`config.mk`:
```
export PLATFORM = sky130hd
export DESIGN_NAME = cv32e40x_rf_wr_arbiter_flat
export DESIGN_NICKNAME = d
export VERILOG_FILES = /design/src/rtl/cv32e40x_rf_wr_arbiter_if.sv /design/src/rtl/cv32e40x_rf_wr_arbiter.sv /design/src/flat_wrapper.sv
export SDC_FILE = /design/constraint.sdc
export NUM_CORES = 1
export LEC_CHECK = 0
export BUFFER_PORTS_ARGS = -buffer_cell sky130_fd_sc_hd__clkbuf_2
export CAP_MARGIN = 20
export CORE_MARGIN = 2
export CORE_UTILIZATION = 40
export DETAILED_ROUTE_END_ITERATION = 10
export GPL_TIMING_DRIVEN = 0
export MAX_ROUTING_LAYER = met4
export PLACE_DENSITY = 0.71
export SKIP_LAST_GASP = 1
export SLEW_MARGIN = 10
export SYNTH_ARGS = -nofsm -noshare
export SYNTH_HDL_FRONTEND = slang
export SYNTH_SLANG_ARGS = --single-unit
```
`constraint.sdc`:
```
create_clock -name clk -period 17.2 [get_ports clk]
set_input_delay 2.58 -clock clk [delete_from_list [all_inputs] [get_ports clk]]
set_output_delay 2.58 -clock clk [all_outputs]
set_load 0.1 [all_outputs]
```
`src/rtl/cv32e40x_rf_wr_arbiter_if.sv`:
```
// Coprocessor (XIF) result bus into the register-file write arbiter.
// A result transfers on a clock edge where valid && ready; the producer holds valid/we/rd/data stable until then.
interface cv32e40x_rf_wr_arbiter_if;
   logic        valid;
   logic        ready;
   logic [1:0]  we;
   logic [4:0]  rd;
   logic [63:0] data;

   modport master (output valid, we, rd, data, input ready);
   modport slave  (input valid, we, rd, data, output ready);
endinterface

```
`src/rtl/cv32e40x_rf_wr_arbiter.sv`:
```
// Dual register-file write port arbiter: in-order WB writeback always wins, displaced coprocessor
// results wait in a small FIFO that a starvation counter drains by stalling WB.
module cv32e40x_rf_wr_arbiter #(
   parameter int unsigned DEPTH    = 2,
   parameter int unsigned MAX_WAIT = 8
) (
   input  logic                   clk,
   input  logic                   rst_n,
   input  logic [1:0]             wb_we_i,
   input  logic [4:0]             wb_waddr_i,
   input  logic [63:0]            wb_wdata_i,
   cv32e40x_rf_wr_arbiter_if.slave xif,
   output logic [1:0]             rf_we_o,
   output logic [1:0][4:0]        rf_waddr_o,
   output logic [63:0]            rf_wdata_o,
   output logic                   wb_stall_o,
   output logic                   xif_pending_o,
   output logic [31:0]            xif_pending_mask_o,
   output logic [1:0]             state_dbg
);

   localparam int unsigned PW = (DEPTH > 1) ? $clog2(DEPTH) : 1;
   localparam int unsigned CW = $clog2(MAX_WAIT) + 1;

   typedef enum logic [1:0] {
      IDLE  = 2'd0,
      HOLD  = 2'd1,
      FORCE = 2'd2
   } state_e;

   state_e          state_q;
   logic [CW-1:0]   wait_q;

   logic [DEPTH-1:0] vld_q;
   logic [DEPTH-1:0] vld_nxt;
   logic [1:0]       we_q   [DEPTH];
   logic [4:0]       rd_q   [DEPTH];
   logic [63:0]      data_q [DEPTH];
   logic [PW-1:0]    rd_ptr_q;
   logic [PW-1:0]    wr_ptr_q;

   logic wb_wr;
   logic full;
   logic empty;
   logic xif_wr;
   logic bypass;
   logic pop;
   logic push;

   function automatic logic [PW-1:0] ptr_inc(input logic [PW-1:0] p);
      if (p == PW'(DEPTH - 1)) return '0;
      return p + 1'b1;
   endfunction

   // A buffered bit dies when the newer in-order WB write targets the same register.
   function automatic logic [1:0] waw_kill(input logic [4:0] rd, input logic [1:0] wb_we,
                                           input logic [4:0] wb_rd);
      logic [4:0] rd_hi;
      logic [4:0] wb_hi;
      rd_hi = rd ^ 5'd1;
      wb_hi = wb_rd ^ 5'd1;
      waw_kill[0] = (wb_we[0] && (rd == wb_rd))    || (wb_we[1] && (rd == wb_hi));
      waw_kill[1] = (wb_we[0] && (rd_hi == wb_rd)) || (wb_we[1] && (rd_hi == wb_hi));
   endfunction

   assign wb_wr   = |wb_we_i;
   assign full    = &vld_q;
   assign empty   = ~|vld_q;
   assign xif_wr  = xif.valid & (|xif.we);
   assign bypass  = ~wb_wr & empty & xif_wr;
   assign pop     = ~wb_wr & ~empty;
   assign push    = xif_wr & ~full & ~bypass;

   assign xif.ready     = ~full;
   assign xif_pending_o = ~empty;
   assign state_dbg     = state_q;

   always_comb begin
      rf_we_o    = '0;
      rf_waddr_o = '0;
      rf_wdata_o = '0;
      if (!rst_n) begin
         rf_we_o = '0;
      end else if (wb_wr) begin
         rf_we_o       = wb_we_i;
         rf_waddr_o[0] = wb_waddr_i;
         rf_waddr_o[1] = wb_waddr_i ^ 5'd1;
         rf_wdata_o    = wb_wdata_i;
      end else if (!empty) begin
         // A fully killed head still pops here, with rf_we_o = 0.
         rf_we_o       = we_q[rd_ptr_q];
         rf_waddr_o[0] = rd_q[rd_ptr_q];
         rf_waddr_o[1] = rd_q[rd_ptr_q] ^ 5'd1;
         rf_wdata_o    = data_q[rd_ptr_q];
      end else if (bypass) begin
         rf_we_o       = xif.we;
         rf_waddr_o[0] = xif.rd;
         rf_waddr_o[1] = xif.rd ^ 5'd1;
         rf_wdata_o    = xif.data;
      end
   end

   always_comb begin
      vld_nxt = vld_q;
      if (pop)  vld_nxt[rd_ptr_q] = 1'b0;
      if (push) vld_nxt[wr_ptr_q] = 1'b1;
   end

   always_comb begin
      xif_pending_mask_o = '0;
      for (int i = 0; i < DEPTH; i++) begin
         if (vld_q[i] && we_q[i][0]) xif_pending_mask_o[rd_q[i]] = 1'b1;
         if (vld_q[i] && we_q[i][1]) xif_pending_mask_o[rd_q[i] ^ 5'd1] = 1'b1;
      end
   end

   always_ff @(posedge clk) begin
      if (!rst_n) begin
         vld_q    <= '0;
         rd_ptr_q <= '0;
         wr_ptr_q <= '0;
      end else begin
         vld_q <= vld_nxt;
         if (pop)  rd_ptr_q <= ptr_inc(rd_ptr_q);
         if (push) wr_ptr_q <= ptr_inc(wr_ptr_q);
      end
   end

   // Payload needs no reset; vld_q gates every use of it.
   always_ff @(posedge clk) begin
      for (int i = 0; i < DEPTH; i++) begin
         if (wb_wr && vld_q[i]) we_q[i] <= we_q[i] & ~waw_kill(rd_q[i], wb_we_i, wb_waddr_i);
      end
      if (push) begin
         we_q[wr_ptr_q]   <= xif.we;
         rd_q[wr_ptr_q]   <= xif.rd;
         data_q[wr_ptr_q] <= xif.data;
      end
   end

   always_ff @(posedge clk) begin
      if (!rst_n) begin
         state_q    <= IDLE;
         wait_q     <= '0;
         wb_stall_o <= 1'b0;
      end else begin
         case (state_q)
            IDLE: begin
               if (push) begin
                  state_q <= HOLD;
                  wait_q  <= '0;
               end
            end
            HOLD: begin
               if (pop) begin
                  wait_q <= '0;
                  if (!(|vld_nxt)) state_q <= IDLE;
               end else if (wait_q == CW'(MAX_WAIT - 1)) begin
                  state_q    <= FORCE;
                  wb_stall_o <= 1'b1;
               end else if (wait_q != '1) begin
                  wait_q <= wait_q + 1'b1;
               end
            end
            FORCE: begin
               // A WB write here still wins; we just stay until the head drains.
               if (pop) begin
                  wait_q     <= '0;
                  wb_stall_o <= 1'b0;
                  state_q    <= (|vld_nxt) ? HOLD : IDLE;
               end
            end
            default: begin
               state_q    <= IDLE;
               wait_q     <= '0;
               wb_stall_o <= 1'b0;
            end
         endcase
      end
   end

   wb_idle_in_force: assert property (@(posedge clk) disable iff (!rst_n)
      (state_q == FORCE) |-> !wb_wr);

endmodule

```
`src/flat_wrapper.sv`:
```
// flat-port wrapper written by rule: the top's interface ports become plain ports
module cv32e40x_rf_wr_arbiter_flat 
#(
   parameter int unsigned DEPTH    = 2,
   parameter int unsigned MAX_WAIT = 8
)
  (clk, rst_n, wb_we_i, wb_waddr_i, wb_wdata_i, rf_we_o, rf_waddr_o, rf_wdata_o, wb_stall_o, xif_pending_o, xif_pending_mask_o, state_dbg, xif_valid, xif_we, xif_rd, xif_data, xif_ready);
  cv32e40x_rf_wr_arbiter_if xif_i ();
  input  logic clk;
  input  logic rst_n;
  input  logic [1:0] wb_we_i;
  input  logic [4:0] wb_waddr_i;
  input  logic [63:0] wb_wdata_i;
  output logic [1:0] rf_we_o;
  output logic [1:0][4:0] rf_waddr_o;
  output logic [63:0] rf_wdata_o;
  output logic wb_stall_o;
  output logic xif_pending_o;
  output logic [31:0] xif_pending_mask_o;
  output logic [1:0] state_dbg;
  input wire logic [$bits(xif_i.valid)-1:0] xif_valid;
  input wire logic [$bits(xif_i.we)-1:0] xif_we;
  input wire logic [$bits(xif_i.rd)-1:0] xif_rd;
  input wire logic [$bits(xif_i.data)-1:0] xif_data;
  output wire logic [$bits(xif_i.ready)-1:0] xif_ready;
  assign xif_i.valid = xif_valid;
  assign xif_i.we = xif_we;
  assign xif_i.rd = xif_rd;
  assign xif_i.data = xif_data;
  assign xif_ready = xif_i.ready;
  cv32e40x_rf_wr_arbiter #(.DEPTH(DEPTH), .MAX_WAIT(MAX_WAIT)) u_core (.clk(clk), .rst_n(rst_n), .wb_we_i(wb_we_i), .wb_waddr_i(wb_waddr_i), .wb_wdata_i(wb_wdata_i), .xif(xif_i), .rf_we_o(rf_we_o), .rf_waddr_o(rf_waddr_o), .rf_wdata_o(rf_wdata_o), .wb_stall_o(wb_stall_o), .xif_pending_o(xif_pending_o), .xif_pending_mask_o(xif_pending_mask_o), .state_dbg(state_dbg));
endmodule
```
Word level (Yosys, flattened, before mapping)
Memory sizes are Yosys's and may differ from the RTL's. A register that Yosys moved wholly into a read port is not among the register bits.
Index checks and enable logic that the tools add are counted.
- register bits: 11
- memory bits (writable): 142
- bits of input ports: 145
- output and inout port bits: 113
- logic and storage cells: 172
- memories kept: 3
- add/subtract/negate cells: 3
- magnitude comparators: 12
- equal/unequal tests: 20
- muxes and demuxes: 69
- bitwise operators: 25
- reductions and logical operators: 34
- memories (memory ; depth ; bits a word ; rd ports ; clocked after memory_dff ; wr ports ; RTL line ; source):
    u_core.data_q ; 2 ; 64 ; 1 ; 1 ; 1 ; cv32e40x_rf_wr_arbiter.sv:38 ; logic [63:0] data_q [DEPTH];
    u_core.rd_q ; 2 ; 5 ; 3 ; 1 ; 1 ; cv32e40x_rf_wr_arbiter.sv:37 ; logic [4:0] rd_q [DEPTH];
    u_core.we_q ; 2 ; 2 ; 3 ; 1 ; 3 ; cv32e40x_rf_wr_arbiter.sv:36 ; logic [1:0] we_q [DEPTH];
- operators with widths (operator ; number):
    2-to-1 mux 64 bit ; 4
    2-to-1 mux 32 bit ; 4
    OR 32 bit ; 3
    == test 5 bit ; 8
    2-to-1 mux 10 bit ; 4
    2-to-1 mux 1 bit ; 32
    less-than comparator 5 x 6 -> 1 bit (second input constant) ; 4
    2-to-1 mux 2 bit ; 11
    demux 1 bit (select 5 bit) ; 4
    greater-or-equal comparator 5 x 1 -> 1 bit (second input constant) ; 4
    logical AND 1 bit ; 20
    2-to-1 mux 4 bit ; 5
    one-hot mux 4 bit (3 select lines) ; 1
    AND reduction 4 bit ; 3
    inverter 1 bit ; 9
    OR reduction 2 bit ; 4
    bitwise AND 1 bit ; 6
    bitwise AND 2 bit ; 3
    != test 2 x 1 -> 1 bit (second input constant) ; 3
    != test 3 x 1 -> 1 bit (second input constant) ; 2
    inverter 2 bit ; 3
    one-hot mux 2 bit (3 select lines) ; 1
    adder 4 x 1 -> 4 bit (second input constant) ; 1
    == test 4 x 3 -> 1 bit (second input constant) ; 1
    16 further kinds ; 23

Logic depth before layout (Yosys ltp)
- depth in word-level cells: 13
- mapped depth: 7
- mapped depth without buffers: 5

Worst setup path before layout
OpenSTA, ideal clock, no wires.
- path type: input-to-output
- from: input port wb_we_i[1]
- to: output port rf_waddr_o[6] in the netlist's numbering
- arrival time: 6.202 ns
- required time: 14.620 ns
- path slack: 8.418 ns
- cell stages on the path: 7
- cells stage by stage: buf_2 > nor2_1 > clkbuf_1 > buf_1 > nor2_1 > nor3_1 > buf_4
- RTL lines (element ; RTL line ; source):
    start: declaration ; flat_wrapper.sv:11 ; input logic [1:0] wb_we_i;
    end: declaration ; flat_wrapper.sv:15 ; output logic [1:0][4:0] rf_waddr_o;

==> metrics.yaml <==
global_routing:
  overflow: 0
  grt_max_degree: 74
  antenna_found_initial: 0
  grt_pass1_vias: 6500
  grt_pass1_wl_mm: 34.1
  gr-usage-all-layers: 0.222
cts:
  clk_path_buf_depth: 2
  hold_buffers: 0
  cts_tree: "built"
  insertion_delay_ns: 0.42
  cts_resized: 0
  cts_made_buffers: 17
  cts.clk_slew.worst_paths_ns: 0.06
  root_buffer: "clkbuf_16"
  postCtsSetupRepairBufs: 0
  cts_sinks: 154
  htree_num_levels: 4
final_layout:
  finalCoreUtilization: 0.524
  area_delta_synth_final_pct: 29.2
  fillers: 1745
  fin_nets: 1092
  drive_gt1_frac: 0.397
  antennaDiodeCount: 0
yosys:
  syn-cell-area_um2: 7860
  synth_warnings: 0
  synthMuxAreaShare: 0.112
  synth-simple-area-share: 0.125
  synth_edf_count: 142
  synthArstFlopShare: 0
  synth_top_family_by_area: "compound AO/OA/AOI/OAI gates"
  synth_top_area_share: 0.542
  synth.distinct_cells: 49
  synthAdderAreaFrac: 0.00159
  synth-compound-area-share: 0.138
  synth_nets: 811
  synth-seq-cells: 154
  syn_inst: 665
  synth_xor_area_frac: 0.0134
  synthTopCellsByArea: "edfxtp_1 54%, mux2_2 10%, a221oi_1 7.8%, nor3_1 4.5%, nor2_1 3.9%"
  synth_seq_area_share: 0.573
  synth_ff_type: "edfxtp_1"
  syn_area_per_cell_um2: 11.8
  synth_largest_area_cell: "edfxtp_1"
place:
  dp_hpwl_mm: 16.1
  portBuffers: 256
  place.gp.congestion: 0.884
drt:
  num_vias: 6789
  avgViaCountPerCell: 5.55
  drt-initial-drc-count: 446
  drt_pass1_iterations: 5
  drc: 0
  ant_nets: 0
  totalWireLength_mm: 22.6
  post_drt_wl_per_cell_um: 18.5
sta:
  clock_skew_ns: 0.00882
  fmax_ghz: 0.129
  setup_viol: 0
  hold_viol_final: 0
  period_share: 0.452
  slew_headroom: 0.298
  slew_viol_final: 0
  tightest_slew_ns: 1.05
  tns_ns: 0
  rsz0062_at_grt: "false"
  period_minus_slack_ns: 7.77
die:
  core_um2: 19400
  die-area_um2: 20800
  io_pins: 258
  row_count: 51
  die_h_um: 144
  floorplan.initialDensity: 0.405
  die_w_um: 144
critical_path:
  crit_arrival_ns: 5.19
  path_max_fanout: 10
  cp-end-kind: "output port"
  crit_type: "in2out"
  required_ns: 14.62
  start_kind: "input port"
status:
  status: "completed"
power:
  peakVddDrop_mv: 0.0702
  p_per_area_nw_per_um2: 106
  leakage_uw: 0.00385
job:
  drv_cap: 0
hold_path:
  hold_path.class: "reg2reg"
-- routing by layer --
| layer | track usage | up-vias | share of wire |
|---|---|---|---|
| met3 | 0.0437 | 32 | 0.070 |
| met1 | 0.276 | 3250 | 0.42 |
| li1 | - | 3193 | - |
| met5 | - | - | 0 |
| met4 | 0.0588 | 0 | 0.015 |
| met2 | 0.376 | 314 | 0.50 |
-- layout by cell type, fill, tap and decap left out, types with 11 or more instances in the layout --
master     instances
edfxtp_1         142
clkbuf_1          48
a221oi_1          70
nand2_1           16
mux2_2            72
clkbuf_16         17
dfxtp_1           12
o22ai_1           32
clkbuf_2         256
nor3_1            71
xnor2_1           11
nor2_1            81
-- flip-flops by register name (all words and copies together), names as in the netlist, named ones only --
signal	cells
u_core.rd_q	10
u_core.wb_stall_o	1
u_core.rd_ptr_q	1
u_core.we_q	4
u_core.wait_q	4
u_core.vld_q	2
u_core.state_dbg	2
u_core.data_q	128
u_core.wr_ptr_q	1
-- stage by stage --
stage / hold WS (ns) / setup slack (ns) / std cells / cell area (µm²) / power, µW
6_report: 0.502 / 9.43 / 1224 / 10200 / 1080
4_1_cts: 0.493 / 9.39 / 1224 / 10200 / 1090
3_3_place_gp: 0.468 / 6.79 / 1186 / 9480 / 703
3_5_place_dp: 0.483 / 9.40 / 1192 / 9560 / 707
5_1_grt: 0.535 / 9.20 / 1224 / 10200 / 1120
2_1_floorplan: 0.459 / 8.42 / 665 / 7860 / 641
-- path summary, 6_finish.rpt --
kind	from	endpoint	slack, ns	depth (start not counted)
hold / removal	u_core.wb_stall_o	u_core.wb_stall_o	0.50	2
hold reg to reg	u_core.wb_stall_o	u_core.wb_stall_o	0.50	2
setup / recovery	wb_we_i[1]	rf_waddr_o[9]	9.43	9
setup reg to reg	u_core.vld_q[1]	u_core.data_q[0][46]	14.66	6
-- Yosys cell counts, drive strengths merged (2+ instances only) --
library cell and number:
a211oi 3, a21boi 2, a21o 2, a21oi 10, a221oi 70, and3 3, buf 17, clkbuf 48
dfxtp 12, edfxtp 142, inv 3, mux2 72, mux2i 7, nand2 16, nand2b 2, nand3 10
nand3b 7, nand4 3, nor2 81, nor2b 2, nor3 71, o21a 5, o21ai 13, o22ai 32
or2 2, or3 2, or3b 3, xnor2 11
-- critical path, stage by stage --
cell and delay [ns]:
clkbuf_2 0.10, buf_2 0.18, nor2_1 0.21, clkbuf_1 0.59
clkbuf_1 0.51, nor2_1 0.08, nor3_1 0.32, buf_4 0.17
clkbuf_2 0.44
-- report_power, final --
part | switching [µW] | internal, µW
Clock | 154 | 228
Combinational | 195 | 64.5
Sequential | 6.51 | 433
-- kinds of logic (layout without fill, tap and decap cells) --
| family | after synthesis | count (layout) |
|---|---|---|
| DFF | 154 | 154 |
| and+or+nand+nor | 206 | 206 |
| buffers and inverters | 68 | 362 |
| AOI/OAI and AO/OA | 145 | 145 |
| adders and majority gates | 1 | 1 |
| xor gates and xnor gates | 12 | 12 |
| muxes | 79 | 79 |
-- layout make-up --
class	count	area (µm²)	area share
plain buffers	65	280	0.0276
clock buffers	17	425	0.0419
clock inverters	15	173	0.0170
inverters	3	11.3	0.00111
multi-input cells	443	3080	0.303
flip-flops and latches	154	4500	0.443
well taps	265	332	0.0326
repair buffers	262	1360	0.134
Power figures use the tool's default switching activity.
